--- src/rtl/mem_bus_arbiter_pkg.sv ---
// Shared types for the core memory bus arbiter: FSM state and bus owner encodings.
package core_pkg;

  typedef enum logic [1:0] {
    IDLE,
    ISSUE,
    WAIT_RSP,
    ERR_RSP
  } arb_state_e;

  typedef enum logic {
    OWN_IF = 1'b0,
    OWN_LS = 1'b1
  } owner_e;

  localparam int unsigned TO_CNT_W    = 8;
  localparam int unsigned STARVE_CNT_W = 4;

endpackage

--- src/rtl/mem_bus_arbiter_if.sv ---
// Signal bundle between the fetch/load-store requesters, the arbiter and the memory bus.
interface mem_bus_arbiter_if;

  logic        if_req_valid_i;
  logic        if_req_ready_o;
  logic [31:0] if_addr_i;
  logic        if_rsp_valid_o;
  logic [31:0] if_rsp_data_o;
  logic        if_rsp_err_o;

  logic        ls_req_valid_i;
  logic        ls_req_ready_o;
  logic [31:0] ls_addr_i;
  logic        ls_write_i;
  logic [31:0] ls_wdata_i;
  logic [3:0]  ls_strobe_i;
  logic        ls_illegal_i;
  logic        ls_rsp_valid_o;
  logic [31:0] ls_rsp_data_o;
  logic        ls_rsp_err_o;

  logic        bus_req_valid_o;
  logic        bus_req_ready_i;
  logic [31:0] bus_addr_o;
  logic        bus_write_o;
  logic [31:0] bus_wdata_o;
  logic [3:0]  bus_strobe_o;
  logic        bus_rsp_valid_i;
  logic [31:0] bus_rdata_i;
  logic        bus_rsp_err_i;

  logic        owner_o;

  // Arbiter view
  modport master (
    input  if_req_valid_i, if_addr_i,
    output if_req_ready_o, if_rsp_valid_o, if_rsp_data_o, if_rsp_err_o,
    input  ls_req_valid_i, ls_addr_i, ls_write_i, ls_wdata_i, ls_strobe_i, ls_illegal_i,
    output ls_req_ready_o, ls_rsp_valid_o, ls_rsp_data_o, ls_rsp_err_o,
    output bus_req_valid_o, bus_addr_o, bus_write_o, bus_wdata_o, bus_strobe_o,
    input  bus_req_ready_i, bus_rsp_valid_i, bus_rdata_i, bus_rsp_err_i,
    output owner_o
  );

  // Environment view (requesters plus memory)
  modport slave (
    output if_req_valid_i, if_addr_i,
    input  if_req_ready_o, if_rsp_valid_o, if_rsp_data_o, if_rsp_err_o,
    output ls_req_valid_i, ls_addr_i, ls_write_i, ls_wdata_i, ls_strobe_i, ls_illegal_i,
    input  ls_req_ready_o, ls_rsp_valid_o, ls_rsp_data_o, ls_rsp_err_o,
    input  bus_req_valid_o, bus_addr_o, bus_write_o, bus_wdata_o, bus_strobe_o,
    output bus_req_ready_i, bus_rsp_valid_i, bus_rdata_i, bus_rsp_err_i,
    input  owner_o
  );

endinterface

--- src/rtl/mem_bus_arbiter_timeout_ctr.sv ---
// Response timeout counter: counts enabled cycles, flags the LIMIT-th one; LIMIT=0 disables.
module arb_timeout_ctr
  import core_pkg::*;
#(
  parameter int unsigned LIMIT = 255
) (
  input  logic clk_i,
  input  logic rst_i,
  input  logic clr_i,
  input  logic en_i,
  output logic expired_o
);

  localparam logic [TO_CNT_W-1:0] LAST = (LIMIT == 0) ? '0 : TO_CNT_W'(LIMIT - 1);

  logic [TO_CNT_W-1:0] cnt_q, cnt_d;

  always_comb begin
    cnt_d = cnt_q;
    if (clr_i) begin
      cnt_d = '0;
    end else if (en_i) begin
      cnt_d = cnt_q + 1'b1;
    end
  end

  always_ff @(posedge clk_i or posedge rst_i) begin
    if (rst_i) begin
      cnt_q <= '0;
    end else begin
      cnt_q <= cnt_d;
    end
  end

  // Fires on the cycle whose edge completes LIMIT enabled cycles.
  assign expired_o = (LIMIT != 0) && en_i && (cnt_q == LAST);

endmodule

--- src/rtl/mem_bus_arbiter.sv ---
// Single-outstanding arbiter sharing the core memory bus between fetch and load/store,
// with fixed data priority, a fetch starvation guard, and error/timeout responses.
module mem_bus_arbiter
  import core_pkg::*;
#(
  parameter int unsigned STARVE_LIMIT   = 4,
  parameter int unsigned TIMEOUT_CYCLES = 255
) (
  input  logic               clk_i,
  input  logic               rst_i,
  mem_bus_arbiter_if.master  bus
);

  localparam logic [STARVE_CNT_W-1:0] STARVE_MAX = STARVE_CNT_W'(STARVE_LIMIT);

  arb_state_e              state_q, state_d;
  owner_e                  owner_q, owner_d;
  logic [STARVE_CNT_W-1:0] starve_q, starve_d;
  logic [31:0]             addr_q, addr_d;
  logic                    write_q, write_d;
  logic [31:0]             wdata_q, wdata_d;
  logic [3:0]              strobe_q, strobe_d;

  logic                    if_rsp_valid_q, if_rsp_valid_d;
  logic [31:0]             if_rsp_data_q, if_rsp_data_d;
  logic                    if_rsp_err_q, if_rsp_err_d;
  logic                    ls_rsp_valid_q, ls_rsp_valid_d;
  logic [31:0]             ls_rsp_data_q, ls_rsp_data_d;
  logic                    ls_rsp_err_q, ls_rsp_err_d;

  logic                    fetch_win, ls_win;
  logic                    rsp_fire;
  logic [31:0]             rsp_data;
  logic                    rsp_err;
  logic                    to_expired;

  arb_timeout_ctr #(
    .LIMIT (TIMEOUT_CYCLES)
  ) u_timeout (
    .clk_i     (clk_i),
    .rst_i     (rst_i),
    .clr_i     (state_q != WAIT_RSP),
    .en_i      (state_q == WAIT_RSP),
    .expired_o (to_expired)
  );

  assign fetch_win = bus.if_req_valid_i && (!bus.ls_req_valid_i || (starve_q == STARVE_MAX));
  assign ls_win    = bus.ls_req_valid_i && !fetch_win;

  always_comb begin
    state_d        = state_q;
    owner_d        = owner_q;
    starve_d       = starve_q;
    addr_d         = addr_q;
    write_d        = write_q;
    wdata_d        = wdata_q;
    strobe_d       = strobe_q;
    if_rsp_valid_d = 1'b0;
    if_rsp_data_d  = if_rsp_data_q;
    if_rsp_err_d   = if_rsp_err_q;
    ls_rsp_valid_d = 1'b0;
    ls_rsp_data_d  = ls_rsp_data_q;
    ls_rsp_err_d   = ls_rsp_err_q;
    rsp_fire       = 1'b0;
    rsp_data       = '0;
    rsp_err        = 1'b0;

    if (!bus.if_req_valid_i) begin
      starve_d = '0;
    end

    unique case (state_q)
      IDLE: begin
        if (fetch_win) begin
          owner_d  = OWN_IF;
          starve_d = '0;
          addr_d   = bus.if_addr_i;
          write_d  = 1'b0;
          wdata_d  = '0;
          strobe_d = '0;
          state_d  = ISSUE;
        end else if (ls_win) begin
          owner_d = OWN_LS;
          if (bus.if_req_valid_i && (starve_q != STARVE_MAX)) begin
            starve_d = starve_q + 1'b1;
          end
          // Illegal requests answer straight from here so the error lands one cycle after grant.
          if (bus.ls_illegal_i) begin
            ls_rsp_valid_d = 1'b1;
            ls_rsp_data_d  = '0;
            ls_rsp_err_d   = 1'b1;
            state_d        = ERR_RSP;
          end else begin
            addr_d   = bus.ls_addr_i;
            write_d  = bus.ls_write_i;
            wdata_d  = bus.ls_wdata_i;
            strobe_d = bus.ls_strobe_i;
            state_d  = ISSUE;
          end
        end
      end
      ISSUE: begin
        if (bus.bus_req_ready_i) begin
          state_d = WAIT_RSP;
        end
      end
      WAIT_RSP: begin
        if (bus.bus_rsp_valid_i) begin
          rsp_fire = 1'b1;
          rsp_data = bus.bus_rdata_i;
          rsp_err  = bus.bus_rsp_err_i;
          state_d  = IDLE;
        end else if (to_expired) begin
          rsp_fire = 1'b1;
          rsp_err  = 1'b1;
          state_d  = IDLE;
        end
      end
      ERR_RSP: begin
        state_d = IDLE;
      end
      default: begin
        state_d = IDLE;
      end
    endcase

    if (rsp_fire) begin
      if (owner_q == OWN_LS) begin
        ls_rsp_valid_d = 1'b1;
        ls_rsp_data_d  = rsp_data;
        ls_rsp_err_d   = rsp_err;
      end else begin
        if_rsp_valid_d = 1'b1;
        if_rsp_data_d  = rsp_data;
        if_rsp_err_d   = rsp_err;
      end
    end
  end

  always_ff @(posedge clk_i or posedge rst_i) begin
    if (rst_i) begin
      state_q        <= IDLE;
      owner_q        <= OWN_IF;
      starve_q       <= '0;
      addr_q         <= '0;
      write_q        <= 1'b0;
      wdata_q        <= '0;
      strobe_q       <= '0;
      if_rsp_valid_q <= 1'b0;
      if_rsp_data_q  <= '0;
      if_rsp_err_q   <= 1'b0;
      ls_rsp_valid_q <= 1'b0;
      ls_rsp_data_q  <= '0;
      ls_rsp_err_q   <= 1'b0;
    end else begin
      state_q        <= state_d;
      owner_q        <= owner_d;
      starve_q       <= starve_d;
      addr_q         <= addr_d;
      write_q        <= write_d;
      wdata_q        <= wdata_d;
      strobe_q       <= strobe_d;
      if_rsp_valid_q <= if_rsp_valid_d;
      if_rsp_data_q  <= if_rsp_data_d;
      if_rsp_err_q   <= if_rsp_err_d;
      ls_rsp_valid_q <= ls_rsp_valid_d;
      ls_rsp_data_q  <= ls_rsp_data_d;
      ls_rsp_err_q   <= ls_rsp_err_d;
    end
  end

  // Grant readies are combinational but forced low while reset is held.
  assign bus.if_req_ready_o  = !rst_i && (state_q == IDLE) && fetch_win;
  assign bus.ls_req_ready_o  = !rst_i && (state_q == IDLE) && ls_win;

  assign bus.bus_req_valid_o = (state_q == ISSUE);
  assign bus.bus_addr_o      = addr_q;
  assign bus.bus_write_o     = write_q;
  assign bus.bus_wdata_o     = wdata_q;
  assign bus.bus_strobe_o    = strobe_q;

  assign bus.if_rsp_valid_o  = if_rsp_valid_q;
  assign bus.if_rsp_data_o   = if_rsp_data_q;
  assign bus.if_rsp_err_o    = if_rsp_err_q;
  assign bus.ls_rsp_valid_o  = ls_rsp_valid_q;
  assign bus.ls_rsp_data_o   = ls_rsp_data_q;
  assign bus.ls_rsp_err_o    = ls_rsp_err_q;

  assign bus.owner_o         = owner_q;

endmodule

--- src/flat_wrapper.sv ---
// flat-port wrapper written by rule: the top's interface ports become plain ports
module mem_bus_arbiter_flat import core_pkg::*;
#(
  parameter int unsigned STARVE_LIMIT   = 4,
  parameter int unsigned TIMEOUT_CYCLES = 255
)
  (clk_i, rst_i, bus_if_req_valid_i, bus_if_addr_i, bus_if_req_ready_o, bus_if_rsp_valid_o, bus_if_rsp_data_o, bus_if_rsp_err_o, bus_ls_req_valid_i, bus_ls_addr_i, bus_ls_write_i, bus_ls_wdata_i, bus_ls_strobe_i, bus_ls_illegal_i, bus_ls_req_ready_o, bus_ls_rsp_valid_o, bus_ls_rsp_data_o, bus_ls_rsp_err_o, bus_bus_req_valid_o, bus_bus_addr_o, bus_bus_write_o, bus_bus_wdata_o, bus_bus_strobe_o, bus_bus_req_ready_i, bus_bus_rsp_valid_i, bus_bus_rdata_i, bus_bus_rsp_err_i, bus_owner_o);
  mem_bus_arbiter_if bus_i ();
  input  logic clk_i;
  input  logic rst_i;
  input wire logic [$bits(bus_i.if_req_valid_i)-1:0] bus_if_req_valid_i;
  input wire logic [$bits(bus_i.if_addr_i)-1:0] bus_if_addr_i;
  output wire logic [$bits(bus_i.if_req_ready_o)-1:0] bus_if_req_ready_o;
  output wire logic [$bits(bus_i.if_rsp_valid_o)-1:0] bus_if_rsp_valid_o;
  output wire logic [$bits(bus_i.if_rsp_data_o)-1:0] bus_if_rsp_data_o;
  output wire logic [$bits(bus_i.if_rsp_err_o)-1:0] bus_if_rsp_err_o;
  input wire logic [$bits(bus_i.ls_req_valid_i)-1:0] bus_ls_req_valid_i;
  input wire logic [$bits(bus_i.ls_addr_i)-1:0] bus_ls_addr_i;
  input wire logic [$bits(bus_i.ls_write_i)-1:0] bus_ls_write_i;
  input wire logic [$bits(bus_i.ls_wdata_i)-1:0] bus_ls_wdata_i;
  input wire logic [$bits(bus_i.ls_strobe_i)-1:0] bus_ls_strobe_i;
  input wire logic [$bits(bus_i.ls_illegal_i)-1:0] bus_ls_illegal_i;
  output wire logic [$bits(bus_i.ls_req_ready_o)-1:0] bus_ls_req_ready_o;
  output wire logic [$bits(bus_i.ls_rsp_valid_o)-1:0] bus_ls_rsp_valid_o;
  output wire logic [$bits(bus_i.ls_rsp_data_o)-1:0] bus_ls_rsp_data_o;
  output wire logic [$bits(bus_i.ls_rsp_err_o)-1:0] bus_ls_rsp_err_o;
  output wire logic [$bits(bus_i.bus_req_valid_o)-1:0] bus_bus_req_valid_o;
  output wire logic [$bits(bus_i.bus_addr_o)-1:0] bus_bus_addr_o;
  output wire logic [$bits(bus_i.bus_write_o)-1:0] bus_bus_write_o;
  output wire logic [$bits(bus_i.bus_wdata_o)-1:0] bus_bus_wdata_o;
  output wire logic [$bits(bus_i.bus_strobe_o)-1:0] bus_bus_strobe_o;
  input wire logic [$bits(bus_i.bus_req_ready_i)-1:0] bus_bus_req_ready_i;
  input wire logic [$bits(bus_i.bus_rsp_valid_i)-1:0] bus_bus_rsp_valid_i;
  input wire logic [$bits(bus_i.bus_rdata_i)-1:0] bus_bus_rdata_i;
  input wire logic [$bits(bus_i.bus_rsp_err_i)-1:0] bus_bus_rsp_err_i;
  output wire logic [$bits(bus_i.owner_o)-1:0] bus_owner_o;
  assign bus_i.if_req_valid_i = bus_if_req_valid_i;
  assign bus_i.if_addr_i = bus_if_addr_i;
  assign bus_if_req_ready_o = bus_i.if_req_ready_o;
  assign bus_if_rsp_valid_o = bus_i.if_rsp_valid_o;
  assign bus_if_rsp_data_o = bus_i.if_rsp_data_o;
  assign bus_if_rsp_err_o = bus_i.if_rsp_err_o;
  assign bus_i.ls_req_valid_i = bus_ls_req_valid_i;
  assign bus_i.ls_addr_i = bus_ls_addr_i;
  assign bus_i.ls_write_i = bus_ls_write_i;
  assign bus_i.ls_wdata_i = bus_ls_wdata_i;
  assign bus_i.ls_strobe_i = bus_ls_strobe_i;
  assign bus_i.ls_illegal_i = bus_ls_illegal_i;
  assign bus_ls_req_ready_o = bus_i.ls_req_ready_o;
  assign bus_ls_rsp_valid_o = bus_i.ls_rsp_valid_o;
  assign bus_ls_rsp_data_o = bus_i.ls_rsp_data_o;
  assign bus_ls_rsp_err_o = bus_i.ls_rsp_err_o;
  assign bus_bus_req_valid_o = bus_i.bus_req_valid_o;
  assign bus_bus_addr_o = bus_i.bus_addr_o;
  assign bus_bus_write_o = bus_i.bus_write_o;
  assign bus_bus_wdata_o = bus_i.bus_wdata_o;
  assign bus_bus_strobe_o = bus_i.bus_strobe_o;
  assign bus_i.bus_req_ready_i = bus_bus_req_ready_i;
  assign bus_i.bus_rsp_valid_i = bus_bus_rsp_valid_i;
  assign bus_i.bus_rdata_i = bus_bus_rdata_i;
  assign bus_i.bus_rsp_err_i = bus_bus_rsp_err_i;
  assign bus_owner_o = bus_i.owner_o;
  mem_bus_arbiter #(.STARVE_LIMIT(STARVE_LIMIT), .TIMEOUT_CYCLES(TIMEOUT_CYCLES)) u_core (.clk_i(clk_i), .rst_i(rst_i), .bus(bus_i));
endmodule
--- config.mk ---
export PLATFORM = sky130hd
export DESIGN_NAME = mem_bus_arbiter_flat
export DESIGN_NICKNAME = d
export VERILOG_FILES = /design/src/rtl/mem_bus_arbiter_pkg.sv /design/src/rtl/mem_bus_arbiter_if.sv /design/src/rtl/mem_bus_arbiter_timeout_ctr.sv /design/src/rtl/mem_bus_arbiter.sv /design/src/flat_wrapper.sv
export SDC_FILE = /design/constraint.sdc
export NUM_CORES = 1
export LEC_CHECK = 0
export CORE_ASPECT_RATIO = 1.2
export CORE_UTILIZATION = 40
export CTS_CLUSTER_DIAMETER = 120
export DETAILED_ROUTE_END_ITERATION = 10
export DONT_BUFFER_PORTS = 1
export PLACE_DENSITY = 0.54
export SLEW_MARGIN = 20
export SYNTH_ARGS = -nofsm -noshare
export SYNTH_HDL_FRONTEND = slang
export SYNTH_SLANG_ARGS = --single-unit
--- constraint.sdc ---
create_clock -name clk_i -period 6.15 [get_ports clk_i]
set_input_delay 1.23 -clock clk_i [delete_from_list [all_inputs] [get_ports clk_i]]
set_output_delay 1.23 -clock clk_i [all_outputs]
set_load 0.01 [all_outputs]
==> metrics.json <==
{
  "yosys": {
    "synth_seq_area_share": 0.6104,
    "portion_of_synthesized_cell_area_occupied_by_the_leading_cell_type": 0.6104,
    "synth_cells": 512,
    "syn-mean-instance-area_sq_um": 12.17,
    "yosys_warnings": 0,
    "postSynthNetCount": 657,
    "synth-edff-count": 0,
    "postSynth.topFlopCell": "dfrtp_1",
    "synth.top_cells.by_area": "dfrtp_1 (61%), a22o_1 (14%), nor3_1 (4.6%)",
    "ys_async_sr_fraction": 1.000,
    "synthDistinctLibCells": 47,
    "syn-cell-area_sq_um": 6231,
    "synth-seq-cells": 152,
    "netlist.top_cell.by_area": "dfrtp_1"
  },
  "clocking": {
    "cts_setup_buffers": 0,
    "clock_latency_ns": 0.42,
    "cts_resized": 0,
    "tritoncts": "yes",
    "tritoncts_num_sinks": 152,
    "clockBufferDepth": 2,
    "htree_levels": 4,
    "cts.clk_slew.worst_paths_ns": 0.06,
    "cts-root-buf": "clkbuf_16",
    "cts_made_buffers": 17,
    "hold_buffers": 0
  },
  "power_and_ir_drop": {
    "power.density_cell_area_nw_per_um2": 543.0,
    "total_power_mw": 3.711,
    "p_leak_nw": 2.968,
    "worst_ir_drop_vdd_v": 0.0002070
  },
  "global_route": {
    "number_of_global_route_vias_before_repair": 4267,
    "grt.total_usage": 0.1945,
    "grt_remaining_overflow": 0,
    "grt_antenna_before_repair": 0,
    "pin_count_of_the_biggest_net_entering_global_routing": 106,
    "grt_first_pass_wirelength_um": 23860
  },
  "timing": {
    "fin_skew_ns": 0.01649,
    "period_minus_slack_ns": 3.474,
    "setup_total_negative_slack_ns": 0,
    "hold_violations": 0,
    "final-setup-viol-count": 0,
    "timing.final.max_slew_violations": 0,
    "achievable-frequency_mhz": 287.8,
    "maxSlewHeadroom": 0.3646,
    "worst_slew_pin_slew_ns": 0.9495,
    "post-route-period-util": 0.5649,
    "grt_setup_unrepaired": "no"
  },
  "finish": {
    "layout.nets": 639,
    "n_antenna_cell": 0,
    "drive_gt1_frac": 0.1164,
    "fin_area_sq_um": 6834,
    "areaGrowthSynthToFinish_pct": 9.679
  },
  "critical_path": {
    "regToRegStartpoint": "u_core.starve_q[0]",
    "reg2reg_to": "u_core.bus.bus_wdata_o[14]",
    "crit_path_max_incr_delay_ns": 0.68,
    "r2r.worst_path.cells": 7,
    "cell_with_the_largest_stage_delay_on_the_worst_path": "o21ai_4",
    "cp_cell_sequence": "inv_1 > ha_1 > and3b_1 > o21ai_4 > nor3_1",
    "arrival_ns": 2.24,
    "setup.worst_path.start_class": "flop",
    "worst_ep_required_time_ns": 4.92,
    "critPathCaptureType": "primary output",
    "critical_path_buf_inv_count": 1,
    "timing.critical_path.fanout_max": 33,
    "type_of_the_worst_setup_path": "flop to primary output",
    "r2r_slack_ns": 3.85,
    "worst_path_dominant_cell_family": "compound AO/OA/AOI/OAI gates"
  },
  "die": {
    "initial_utilization": 0.4131,
    "num_rows": 49,
    "die_w_um": 115.9,
    "chipHeight_um": 138.7,
    "num_io_pins": 282,
    "die-area_sq_um": 16080,
    "core_area_sq_um": 15080
  },
  "min_path": {
    "min_delay_path_depth": 1,
    "min_path_type": "flop to flop",
    "hold_worst_path_end": "u_core.u_timeout.cnt_q[0]",
    "holdCritStartpoint": "u_core.u_timeout.cnt_q[0]"
  },
  "drt": {
    "routed-via-count": 4157,
    "totalWireLength_um": 15590,
    "via_per_inst": 5.847,
    "final_antenna_net_count": 0,
    "dr.pass1.iters": 4,
    "drc": 0,
    "detail_route.wl_per_cell_um": 21.93,
    "drt_iter0_drc": 236
  },
  "outcome": {
    "outcome": "complete, no violations"
  },
  "job": {
    "cap_violations": 0
  },
  "placed_design": {
    "port_buffers": 0,
    "post_dp_cell_area_sq_um": 6282,
    "dp_hpwl_um": 10510,
    "gp_routability_congestion": 0.8074
  }
}
synthesized netlist by cell type (2+ instances only):
cell,count
inv_1,8
a22o_1,101
dfrtp_1,152
buf_4,15
nand4_1,5
o21ai_0,3
nand2_1,10
and3_1,2
nor3_2,8
nor4_1,32
nor2_1,42
buf_6,3
ha_1,4
o21ai_4,2
xor2_1,4
nor3_1,57
inv_2,2
buf_2,21
nor2b_1,2
clkbuf_1,4
nand2b_1,2
nand3_1,6
and2_1,2
a21boi_0,2
power breakdown:
part / switching, mW / internal (mW)
registers: 0.541 / 1.42
clock network: 0.444 / 0.537
logic: 0.407 / 0.362
total: 1.39 / 2.32
metrics by stage:
stage          worst slack (ns)  cells  utilization  hold slack (ns)
2_1_floorplan            0.8269    512            -           0.4707
3_3_place_gp              2.794    679       0.4165           0.5033
3_5_place_dp              2.769    679       0.4165           0.5120
4_1_cts                   2.639    711       0.4531           0.5204
5_1_grt                   2.545    711       0.4531           0.5636
6_report                  2.676    711       0.4531           0.5224
layout by cell type (no fill, tap or decap), types with 2 or more instances in the layout:
cell type	instances
a22o_1	101
nand2_1	10
and3_1	2
nor2_1	42
ha_1	4
o21ai_0	3
nor3_2	8
nand3_1	6
dfrtp_1	152
clkbuf_16	17
a21boi_0	2
inv_8	2
inv_6	5
nand2b_1	2
nor2b_1	2
o21ai_4	3
buf_4	7
nor4_1	32
inv_2	2
inv_1	7
clkinvlp_4	5
nand4_1	5
nor3_1	57
xor2_1	4
layer usage:
layer  global-route usage  part of all wire  vias to the layer above
li1                     -                 -                     1875
met1               0.2256              0.39                     2040
met2               0.3073              0.47                      217
met3              0.08304              0.11                       25
met4              0.09177             0.026                        0
met5                    0                 0                        -
final cells by class:
class	instances	area (sq um)
repair buffers	7	52.55
clock inverters	13	108.9
clock buffers	19	442.9
inverters	10	42.54
well taps	204	255.2
fillers	1417	8248
multi-input cells	306	2128
flip-flops and latches	152	3804
worst reg2reg max path, stage by stage, from the launching register on:
cell and delay, ns:
dfrtp_1 0.39, inv_1 0.07, ha_1 0.25, nand3b_4 0.13, a21boi_4 0.06, buf_4 0.25, o21ai_4 0.79, a22o_1 0.30
logic make-up (layout without fill, tap and decap cells):
kind of cell | after synthesis | count (layout) | share of synthesized area
xor gates and xnor gates | 5 | 5 | 0.007028
and+or+nand+nor | 178 | 178 | 0.1562
AOI/OAI and AO/OA | 119 | 119 | 0.1689
adders and majority gates | 4 | 4 | 0.008032
buffers and inverters | 54 | 49 | 0.04940
DFF | 152 | 152 | 0.6104
worst max path at each step:
stage,start,endpoint,cells past startpoint
floorplan,rst_i,u_core.bus.bus_addr_o[0],1
global placement,bus_ls_req_valid_i,bus_if_req_ready_o,3
detailed placement,bus_ls_req_valid_i,bus_if_req_ready_o,3
CTS,u_core.starve_q[0],bus_if_req_ready_o,5
global route,u_core.starve_q[0],bus_if_req_ready_o,5
finish,u_core.starve_q[0],bus_if_req_ready_o,5
sequential cells by signal, indices dropped and copies added (netlist names), 2 cells and up:
register / count
u_core.bus.bus_addr_o: 32
u_core.bus.ls_rsp_data_o: 32
u_core.bus.bus_wdata_o: 32
u_core.bus.bus_strobe_o: 4
u_core.starve_q: 4
u_core.u_timeout.cnt_q: 8
u_core.bus.if_rsp_data_o: 32
u_core.state_q: 2
Power figures use the tool's default switching activity.
